--- src/rtl/and_op_scheduler_pkg.sv ---
// Shared constants, state encoding and helpers for the AND-operation scheduler.
// Node indices carry the complement flag in bit 0, so ONE is the negation of ZERO.
package and_op_scheduler_pkg;

    localparam int unsigned INDEX_W = 30;

    localparam logic [INDEX_W-1:0] BDD_ZERO     = 30'h0000_0000;
    localparam logic [INDEX_W-1:0] BDD_ONE      = 30'h0000_0001;
    localparam logic [INDEX_W-1:0] EQUAL_NEGATE = 30'h0000_0001;

    typedef enum logic [2:0] {
        SchIdle  = 3'd0,
        SchCheck = 3'd1,
        SchIssue = 3'd2,
        SchWait  = 3'd3,
        SchResp  = 3'd4
    } sch_state_e;

    // True when a and b name the same node with opposite polarity.
    function automatic logic is_negation(input logic [INDEX_W-1:0] a,
                                         input logic [INDEX_W-1:0] b);
        return (a ^ b) == EQUAL_NEGATE;
    endfunction

endpackage

--- src/rtl/and_rr_picker.sv ---
// Combinational round-robin picker: first valid requester at or above rr_ptr, wrapping.
module and_rr_picker #(
    parameter int unsigned NUM_REQ = 4,
    parameter int unsigned TAG_W   = 2
) (
    input  logic [NUM_REQ-1:0] req_valid_i,
    input  logic [TAG_W-1:0]   rr_ptr_i,
    output logic [NUM_REQ-1:0] grant_o,
    output logic [TAG_W-1:0]   tag_o,
    output logic               any_o
);

    always_comb begin
        logic [TAG_W-1:0] idx;
        idx     = '0;
        grant_o = '0;
        tag_o   = '0;
        any_o   = 1'b0;
        for (int unsigned k = 0; k < NUM_REQ; k++) begin
            idx = TAG_W'((32'(rr_ptr_i) + k) % NUM_REQ);
            if (!any_o && req_valid_i[idx]) begin
                any_o        = 1'b1;
                grant_o[idx] = 1'b1;
                tag_o        = idx;
            end
        end
    end

endmodule

--- src/rtl/and_terminal_case.sv ---
// Terminal-case evaluator for f AND g: resolves the trivial identities without recursion.
module and_terminal_case
    import and_op_scheduler_pkg::*;
(
    input  logic [INDEX_W-1:0] f_i,
    input  logic [INDEX_W-1:0] g_i,
    output logic               hit_o,
    output logic [INDEX_W-1:0] result_o
);

    always_comb begin
        hit_o    = 1'b1;
        result_o = BDD_ZERO;
        if (f_i == BDD_ZERO || g_i == BDD_ZERO) begin
            result_o = BDD_ZERO;
        end else if (f_i == BDD_ONE) begin
            result_o = g_i;
        end else if (g_i == BDD_ONE) begin
            result_o = f_i;
        end else if (f_i == g_i) begin
            result_o = f_i;
        end else if (is_negation(f_i, g_i)) begin
            result_o = BDD_ZERO;
        end else begin
            hit_o = 1'b0;
        end
    end

endmodule

--- src/rtl/and_op_scheduler.sv ---
// Shares one AND terminal-case unit among NUM_REQ requesters; misses go downstream
// in canonical operand order and tagged responses are routed back to their owner.
module and_op_scheduler
    import and_op_scheduler_pkg::*;
#(
    parameter int unsigned NUM_REQ = 4,
    parameter int unsigned TAG_W   = 2,
    parameter int unsigned STAT_W  = 16
) (
    input  logic                       clk,
    input  logic                       reset,
    input  logic [NUM_REQ-1:0]         req_valid,
    input  logic [NUM_REQ*INDEX_W-1:0] req_f,
    input  logic [NUM_REQ*INDEX_W-1:0] req_g,
    output logic [NUM_REQ-1:0]         req_ready,
    output logic [NUM_REQ-1:0]         rsp_valid,
    output logic [INDEX_W-1:0]         rsp_result,
    output logic                       rsp_terminal,
    output logic                       miss_valid,
    output logic [INDEX_W-1:0]         miss_f,
    output logic [INDEX_W-1:0]         miss_g,
    output logic [TAG_W-1:0]           miss_tag,
    input  logic                       miss_ready,
    input  logic                       miss_rsp_valid,
    input  logic [INDEX_W-1:0]         miss_rsp_result,
    input  logic [TAG_W-1:0]           miss_rsp_tag,
    output logic [STAT_W-1:0]          stat_hits,
    output logic [STAT_W-1:0]          stat_misses
);

    sch_state_e         state_q, state_d;
    logic [TAG_W-1:0]   rr_ptr_q, rr_ptr_d;
    logic [INDEX_W-1:0] f_q, f_d;
    logic [INDEX_W-1:0] g_q, g_d;
    logic [TAG_W-1:0]   tag_q, tag_d;
    logic [INDEX_W-1:0] result_q, result_d;
    logic               terminal_q, terminal_d;
    logic [STAT_W-1:0]  hits_q, hits_d;
    logic [STAT_W-1:0]  misses_q, misses_d;

    logic [NUM_REQ-1:0] pick_grant;
    logic [TAG_W-1:0]   pick_tag;
    logic               pick_any;
    logic               term_hit;
    logic [INDEX_W-1:0] term_result;

    logic [INDEX_W-1:0] req_f_arr [NUM_REQ];
    logic [INDEX_W-1:0] req_g_arr [NUM_REQ];

    for (genvar i = 0; i < NUM_REQ; i++) begin : g_unpack
        assign req_f_arr[i] = req_f[i*INDEX_W +: INDEX_W];
        assign req_g_arr[i] = req_g[i*INDEX_W +: INDEX_W];
    end

    and_rr_picker #(
        .NUM_REQ (NUM_REQ),
        .TAG_W   (TAG_W)
    ) u_picker (
        .req_valid_i (req_valid),
        .rr_ptr_i    (rr_ptr_q),
        .grant_o     (pick_grant),
        .tag_o       (pick_tag),
        .any_o       (pick_any)
    );

    and_terminal_case u_term (
        .f_i      (f_q),
        .g_i      (g_q),
        .hit_o    (term_hit),
        .result_o (term_result)
    );

    always_comb begin
        state_d    = state_q;
        rr_ptr_d   = rr_ptr_q;
        f_d        = f_q;
        g_d        = g_q;
        tag_d      = tag_q;
        result_d   = result_q;
        terminal_d = terminal_q;
        hits_d     = hits_q;
        misses_d   = misses_q;
        req_ready  = '0;
        rsp_valid  = '0;
        miss_valid = 1'b0;

        unique case (state_q)
            SchIdle: begin
                if (pick_any) begin
                    req_ready = pick_grant;
                    f_d       = req_f_arr[pick_tag];
                    g_d       = req_g_arr[pick_tag];
                    tag_d     = pick_tag;
                    state_d   = SchCheck;
                end
            end
            SchCheck: begin
                if (term_hit) begin
                    result_d   = term_result;
                    terminal_d = 1'b1;
                    if (hits_q != {STAT_W{1'b1}}) hits_d = hits_q + STAT_W'(1);
                    state_d    = SchResp;
                end else begin
                    // Smaller index first so the downstream table sees one canonical key.
                    if (f_q > g_q) begin
                        f_d = g_q;
                        g_d = f_q;
                    end
                    if (misses_q != {STAT_W{1'b1}}) misses_d = misses_q + STAT_W'(1);
                    state_d = SchIssue;
                end
            end
            SchIssue: begin
                miss_valid = 1'b1;
                if (miss_ready) state_d = SchWait;
            end
            SchWait: begin
                if (miss_rsp_valid && miss_rsp_tag == tag_q) begin
                    result_d   = miss_rsp_result;
                    terminal_d = 1'b0;
                    state_d    = SchResp;
                end
            end
            SchResp: begin
                rsp_valid[tag_q] = 1'b1;
                rr_ptr_d = (32'(tag_q) == NUM_REQ - 1) ? '0 : tag_q + TAG_W'(1);
                state_d  = SchIdle;
            end
            default: state_d = SchIdle;
        endcase
    end

    always_ff @(posedge clk) begin
        if (reset) begin
            state_q    <= SchIdle;
            rr_ptr_q   <= '0;
            f_q        <= '0;
            g_q        <= '0;
            tag_q      <= '0;
            result_q   <= '0;
            terminal_q <= 1'b0;
            hits_q     <= '0;
            misses_q   <= '0;
        end else begin
            state_q    <= state_d;
            rr_ptr_q   <= rr_ptr_d;
            f_q        <= f_d;
            g_q        <= g_d;
            tag_q      <= tag_d;
            result_q   <= result_d;
            terminal_q <= terminal_d;
            hits_q     <= hits_d;
            misses_q   <= misses_d;
        end
    end

    assign rsp_result   = result_q;
    assign rsp_terminal = terminal_q;
    assign miss_f       = f_q;
    assign miss_g       = g_q;
    assign miss_tag     = tag_q;
    assign stat_hits    = hits_q;
    assign stat_misses  = misses_q;

endmodule

--- config.mk ---
export PLATFORM = sky130hd
export DESIGN_NAME = and_op_scheduler
export DESIGN_NICKNAME = d
export VERILOG_FILES = /design/src/rtl/and_op_scheduler_pkg.sv /design/src/rtl/and_rr_picker.sv /design/src/rtl/and_terminal_case.sv /design/src/rtl/and_op_scheduler.sv
export SDC_FILE = /design/constraint.sdc
export NUM_CORES = 1
export LEC_CHECK = 0
export BUFFER_PORTS_ARGS = -buffer_cell sky130_fd_sc_hd__buf_4
export CORE_AREA = 3 3 158 160
export DETAILED_ROUTE_END_ITERATION = 12
export DIE_AREA = 0 0 161 163
export GPL_TIMING_DRIVEN = 0
export PLACE_DENSITY_LB_ADDON = 0.15
export SLEW_MARGIN = 10
export SYNTH_ARGS = -nofsm -noshare
export SYNTH_HDL_FRONTEND = slang
export SYNTH_SLANG_ARGS = --single-unit
--- constraint.sdc ---
create_clock -name clk -period 10.4 [get_ports clk]
set_input_delay 2.08 -clock clk [delete_from_list [all_inputs] [get_ports clk]]
set_output_delay 2.08 -clock clk [all_outputs]
set_load 0.01 [all_outputs]
==> run_results.csv <==
group,metric,value,unit
status,run_status,"finished, final reports clean",
yosys,combined_area_of_all_synthesized_cells,0.00907,mm²
route,drt-wirelength-per-cell,21.9,µm
timing,final.period_utilization,58.8,%
cts,cts-resized-gates,0,
setup_path,source_of_the_worst_register_to_register_timing_path,"rr_ptr_q[0]",
timing,slew-limit-headroom,27.0,%
route,ant_nets,0,
yosys,synthCells,1024,
hold_path,hold_class,"register to register",
setup_path,capture_instance_of_the_worst_register_to_register_path,"miss_g[2]",
hold_path,hold_depth,2,
setup_path,cpPeakStageDelay,0.61,ns
cts,tritoncts_clock_tree,"built",
power,comb_power_share,47.3,%
setup_path,worstPathRequired,8.32,ns
setup_path,rr_worst_depth,14,
power,power.density_cell_area,203,mW/mm²
yosys,avgSynthCellArea,8.86,µm²
job,max_cap_viols,0,
timing,finalSetupViolations,0,
power,pwr-share-seq,30.9,%
power,cell_internal_pwr,0.00148,W
cts,post_cts.repair.setup_buffers,0,
placed_design,dp_worst_setup_slack,4.29,ns
floorplanning,initial_core_util,38.5,%
route,via_per_inst,5.69,
timing,setup-tns-final,0,ns
floorplanning,die_area,0.0262,mm²
yosys,number_of_synthesized_register_bits,130,
setup_path,setup.reg_to_reg.worst_slack,6.23,ns
setup_path,timing.critical_path.mode_cell,"nor2_1",
timing,unrepaired_setup_endpoints_after_global_routing,"no",
setup_path,crit_chain,"clkbuf_1, mux4_2, a211oi_1, a22oi_1, nor2_1, a221oi_1, nor2_1, buf_4",
hold_path,min-delay-start,"rsp_terminal",
cts,clock_tree.buffer_depth,2,
setup_path,slowest_stage,"mux4_2",
cts,cts_root_buffer,"clkbuf_16",
final_layout,ff_latch_area,0.00260,mm²
final_layout,drive_above_1_share,38.7,%
timing,timing.final.ws_setup,4.29,ns
timing,final_hold_vios,0,
yosys,dominantRegCellSynth,"dfxtp_1",
final_layout,layout.nets,1775,
setup_path,critical_path.max_fanout,9,
floorplanning,coreArea,0.0235,mm²
route,detail_route.iter0.violations,792,
setup_path,timing_worst_setup_path_type,"primary input to primary output",
grt,gr-usage-all-layers,28.2,%
setup_path,arrival,4.03,ns
timing,tightestPinTransition,1.09,ns
floorplanning,die_h,163,µm
yosys,async_reset_ff_share,0,%
placed_design,buffer_ports.inserted,408,
timing,maxClockFrequency,164,MHz
final_layout,fill_cells,2234,
yosys,yosysWarnings,0,
yosys,synth.distinct_cells,58,
cts,cts.htree.levels,4,
cts,numClockSinks,130,
timing,fin_skew,0.00887,ns
power,power.switching,0.00118,W
power,p_sw_share,44.3,%
placed_design,place_hpwl,31.2,mm
grt,number_of_antenna_violations_at_the_first_check_in_global_routing,1,
setup_path,worstSetupEndpointType,"primary output",
final_layout,multi_input_combinational_cell_area,0.00589,mm²
hold_path,hold_end,"rsp_terminal",
cts,clock_pin_slew_of_the_registers_on_the_worst_case_setup_and_hold_paths,0.07,ns
grt,grt_first_pass_wirelength,57.6,mm
cts,ctsHoldBuffers,0,
floorplanning,ios,414,
yosys,yosysSeqAreaShare,28.7,%
grt,grt_max_degree,17,
cts,clk-insertion-delay-late,0.42,ns
route,routed_vias,10153,
yosys,synth_enable_flop_cells,0,
power,vdd_ir_drop_max,0.118,mV
placed_design,gpl.final_weighted_congestion,0.914,
grt,grt_remaining_overflow,0,
floorplanning,die_width,161,µm
floorplanning,fp-row-count,56,
route,detail_route.wirelength,39.0,mm
grt,grt_pass1_vias,10152,
setup_path,cp-start-kind,"primary input",
timing,slew_violations,0,
cts,tritoncts_buffer_count,17,
route,drt_pre_antenna_iters,6,
power,power.static_leakage,5.77,nW
timing,final.hold.worst_slack,0.487,ns
final_layout,layout-area-overhead-vs-synth,44.3,%
timing,period_minus_slack,6.11,ns
power,power_frac_clock,21.8,%
yosys,synthesis.nets,1348,
route,drc,0,
-- cell type report --
| cell class | instances | area share [%] |
|---|---|---|
| Antenna cell | 1 | 0.0191 |
| Sequential cell | 130 | 19.9 |
| Timing Repair Buffer | 408 | 23.4 |
| Buffer | 94 | 3.25 |
| Multi-Input combinational cell | 758 | 45.0 |
| Clock inverter | 15 | 1.02 |
| Clock buffer | 17 | 3.25 |
| Tap cell | 319 | 3.05 |
| Inverter | 42 | 1.20 |
-- synthesized netlist by cell type (16+ instances only) --
| library cell | instances | share of area, % |
|---|---|---|
| a211oi_1 | 63 | 5.2 |
| a21oi_1 | 27 | 1.5 |
| a221oi_1 | 35 | 3.4 |
| a222oi_1 | 60 | 6.6 |
| a22o_1 | 30 | 2.9 |
| buf_2 | 22 | 1.2 |
| clkbuf_1 | 64 | 2.6 |
| dfxtp_1 | 130 | 29 |
| ha_1 | 44 | 6.1 |
| inv_1 | 42 | 1.7 |
| mux2_1 | 31 | 3.8 |
| mux2_2 | 61 | 7.6 |
| mux2_4 | 29 | 4.8 |
| nand2_1 | 17 | 0.70 |
| nand4_1 | 22 | 1.5 |
| nor2_1 | 145 | 6.0 |
| nor3_1 | 43 | 2.4 |
| nor4_1 | 21 | 1.4 |
| xnor2_1 | 16 | 1.5 |
-- registers in the layout, summed over array words and instances, names as in the netlist --
signal        cells
miss_g           30
stat_hits        16
stat_misses      16
rr_ptr_q          2
miss_tag          2
rsp_result       30
rsp_terminal      1
miss_f           30
state_q           3
-- layer usage --
layer | up-vias | GRT usage, % | part of all wire [%] | routed length, µm
li1 | 4830 | - | - | -
met1 | 4816 | 34.2 | 41 | 15800
met2 | 435 | 50.1 | 50 | 19400
met3 | 72 | 5.60 | 6.7 | 2620
met4 | 0 | 9.23 | 3.0 | 1170
met5 | - | 0 | 0 | 0
-- cells by family (layout without fill, tap and decap cells) --
group	count (synthesis)	count (layout)	share of synthesized area (%)
fa+ha+maj	44	44	6.07
buf+inv	136	576	6.42
other cells	0	1	0
flops	130	130	28.7
simple gates	308	308	16.5
xor+xnor	27	27	2.61
compound gates	254	254	22.8
mux	125	125	16.9
-- worst max-delay path: cells and delay by family --
kind	cells	cell delay, ns
AOI/OAI and AO/OA	3	0.79
and+or+nand+nor	2	0.24
buffers and inverters	2	0.30
muxes	1	0.61
-- how the worst max path moves through the flow --
stage                 start      endpoint  slack, ns  cells past startpoint
2_1_floorplan  req_valid[1]  req_ready[0]       4.69                      7
3_3_place_gp   req_valid[1]  req_ready[0]       4.38                      8
6_report       req_valid[1]  req_ready[3]       4.29                      8
5_1_grt        req_valid[1]  req_ready[1]       4.00                      8
4_1_cts        req_valid[1]  req_ready[3]       4.29                      8
3_5_place_dp   req_valid[1]  req_ready[3]       4.29                      8
-- power by group through the flow --
stage	Combinational [W]	Clock, W	Sequential [W]
2_1_floorplan	0.000722	0	0.000781
3_3_place_gp	0.00123	0	0.000822
3_5_place_dp	0.00125	0	0.000823
4_1_cts	0.00126	0.000583	0.000812
5_1_grt	0.00138	0.000608	0.000834
6_report	0.00126	0.000580	0.000822
-- metrics by stage --
| step | cells | total power [W] | util, % | cell area (µm²) |
|---|---|---|---|---|
| 3_3_place_gp | 1751 | 0.00205 | 53.3 | 12500 |
| 2_1_floorplan | 1024 | 0.00150 | - | 9070 |
| 3_5_place_dp | 1751 | 0.00207 | 53.3 | 12500 |
| 5_1_grt | 1784 | 0.00282 | 55.6 | 13100 |
| 4_1_cts | 1783 | 0.00265 | 55.6 | 13100 |
| 6_report | 1784 | 0.00266 | 55.6 | 13100 |
-- placed cells by master, fill, tap and decap left out, types with 21 or more instances in the layout --
cell type,synthesis,final
a211oi_1,63,63
nor2_1,145,145
a22o_1,30,30
nor3_1,43,43
buf_2,22,22
nor4_1,21,21
a21oi_1,27,27
mux2_1,31,31
a222oi_1,60,60
ha_1,44,44
a221oi_1,35,35
dfxtp_1,130,130
mux2_4,29,29
buf_4,2,410
inv_1,42,42
clkbuf_1,64,64
nand4_1,22,22
mux2_2,61,61
(Power assumes the default switching activity.)
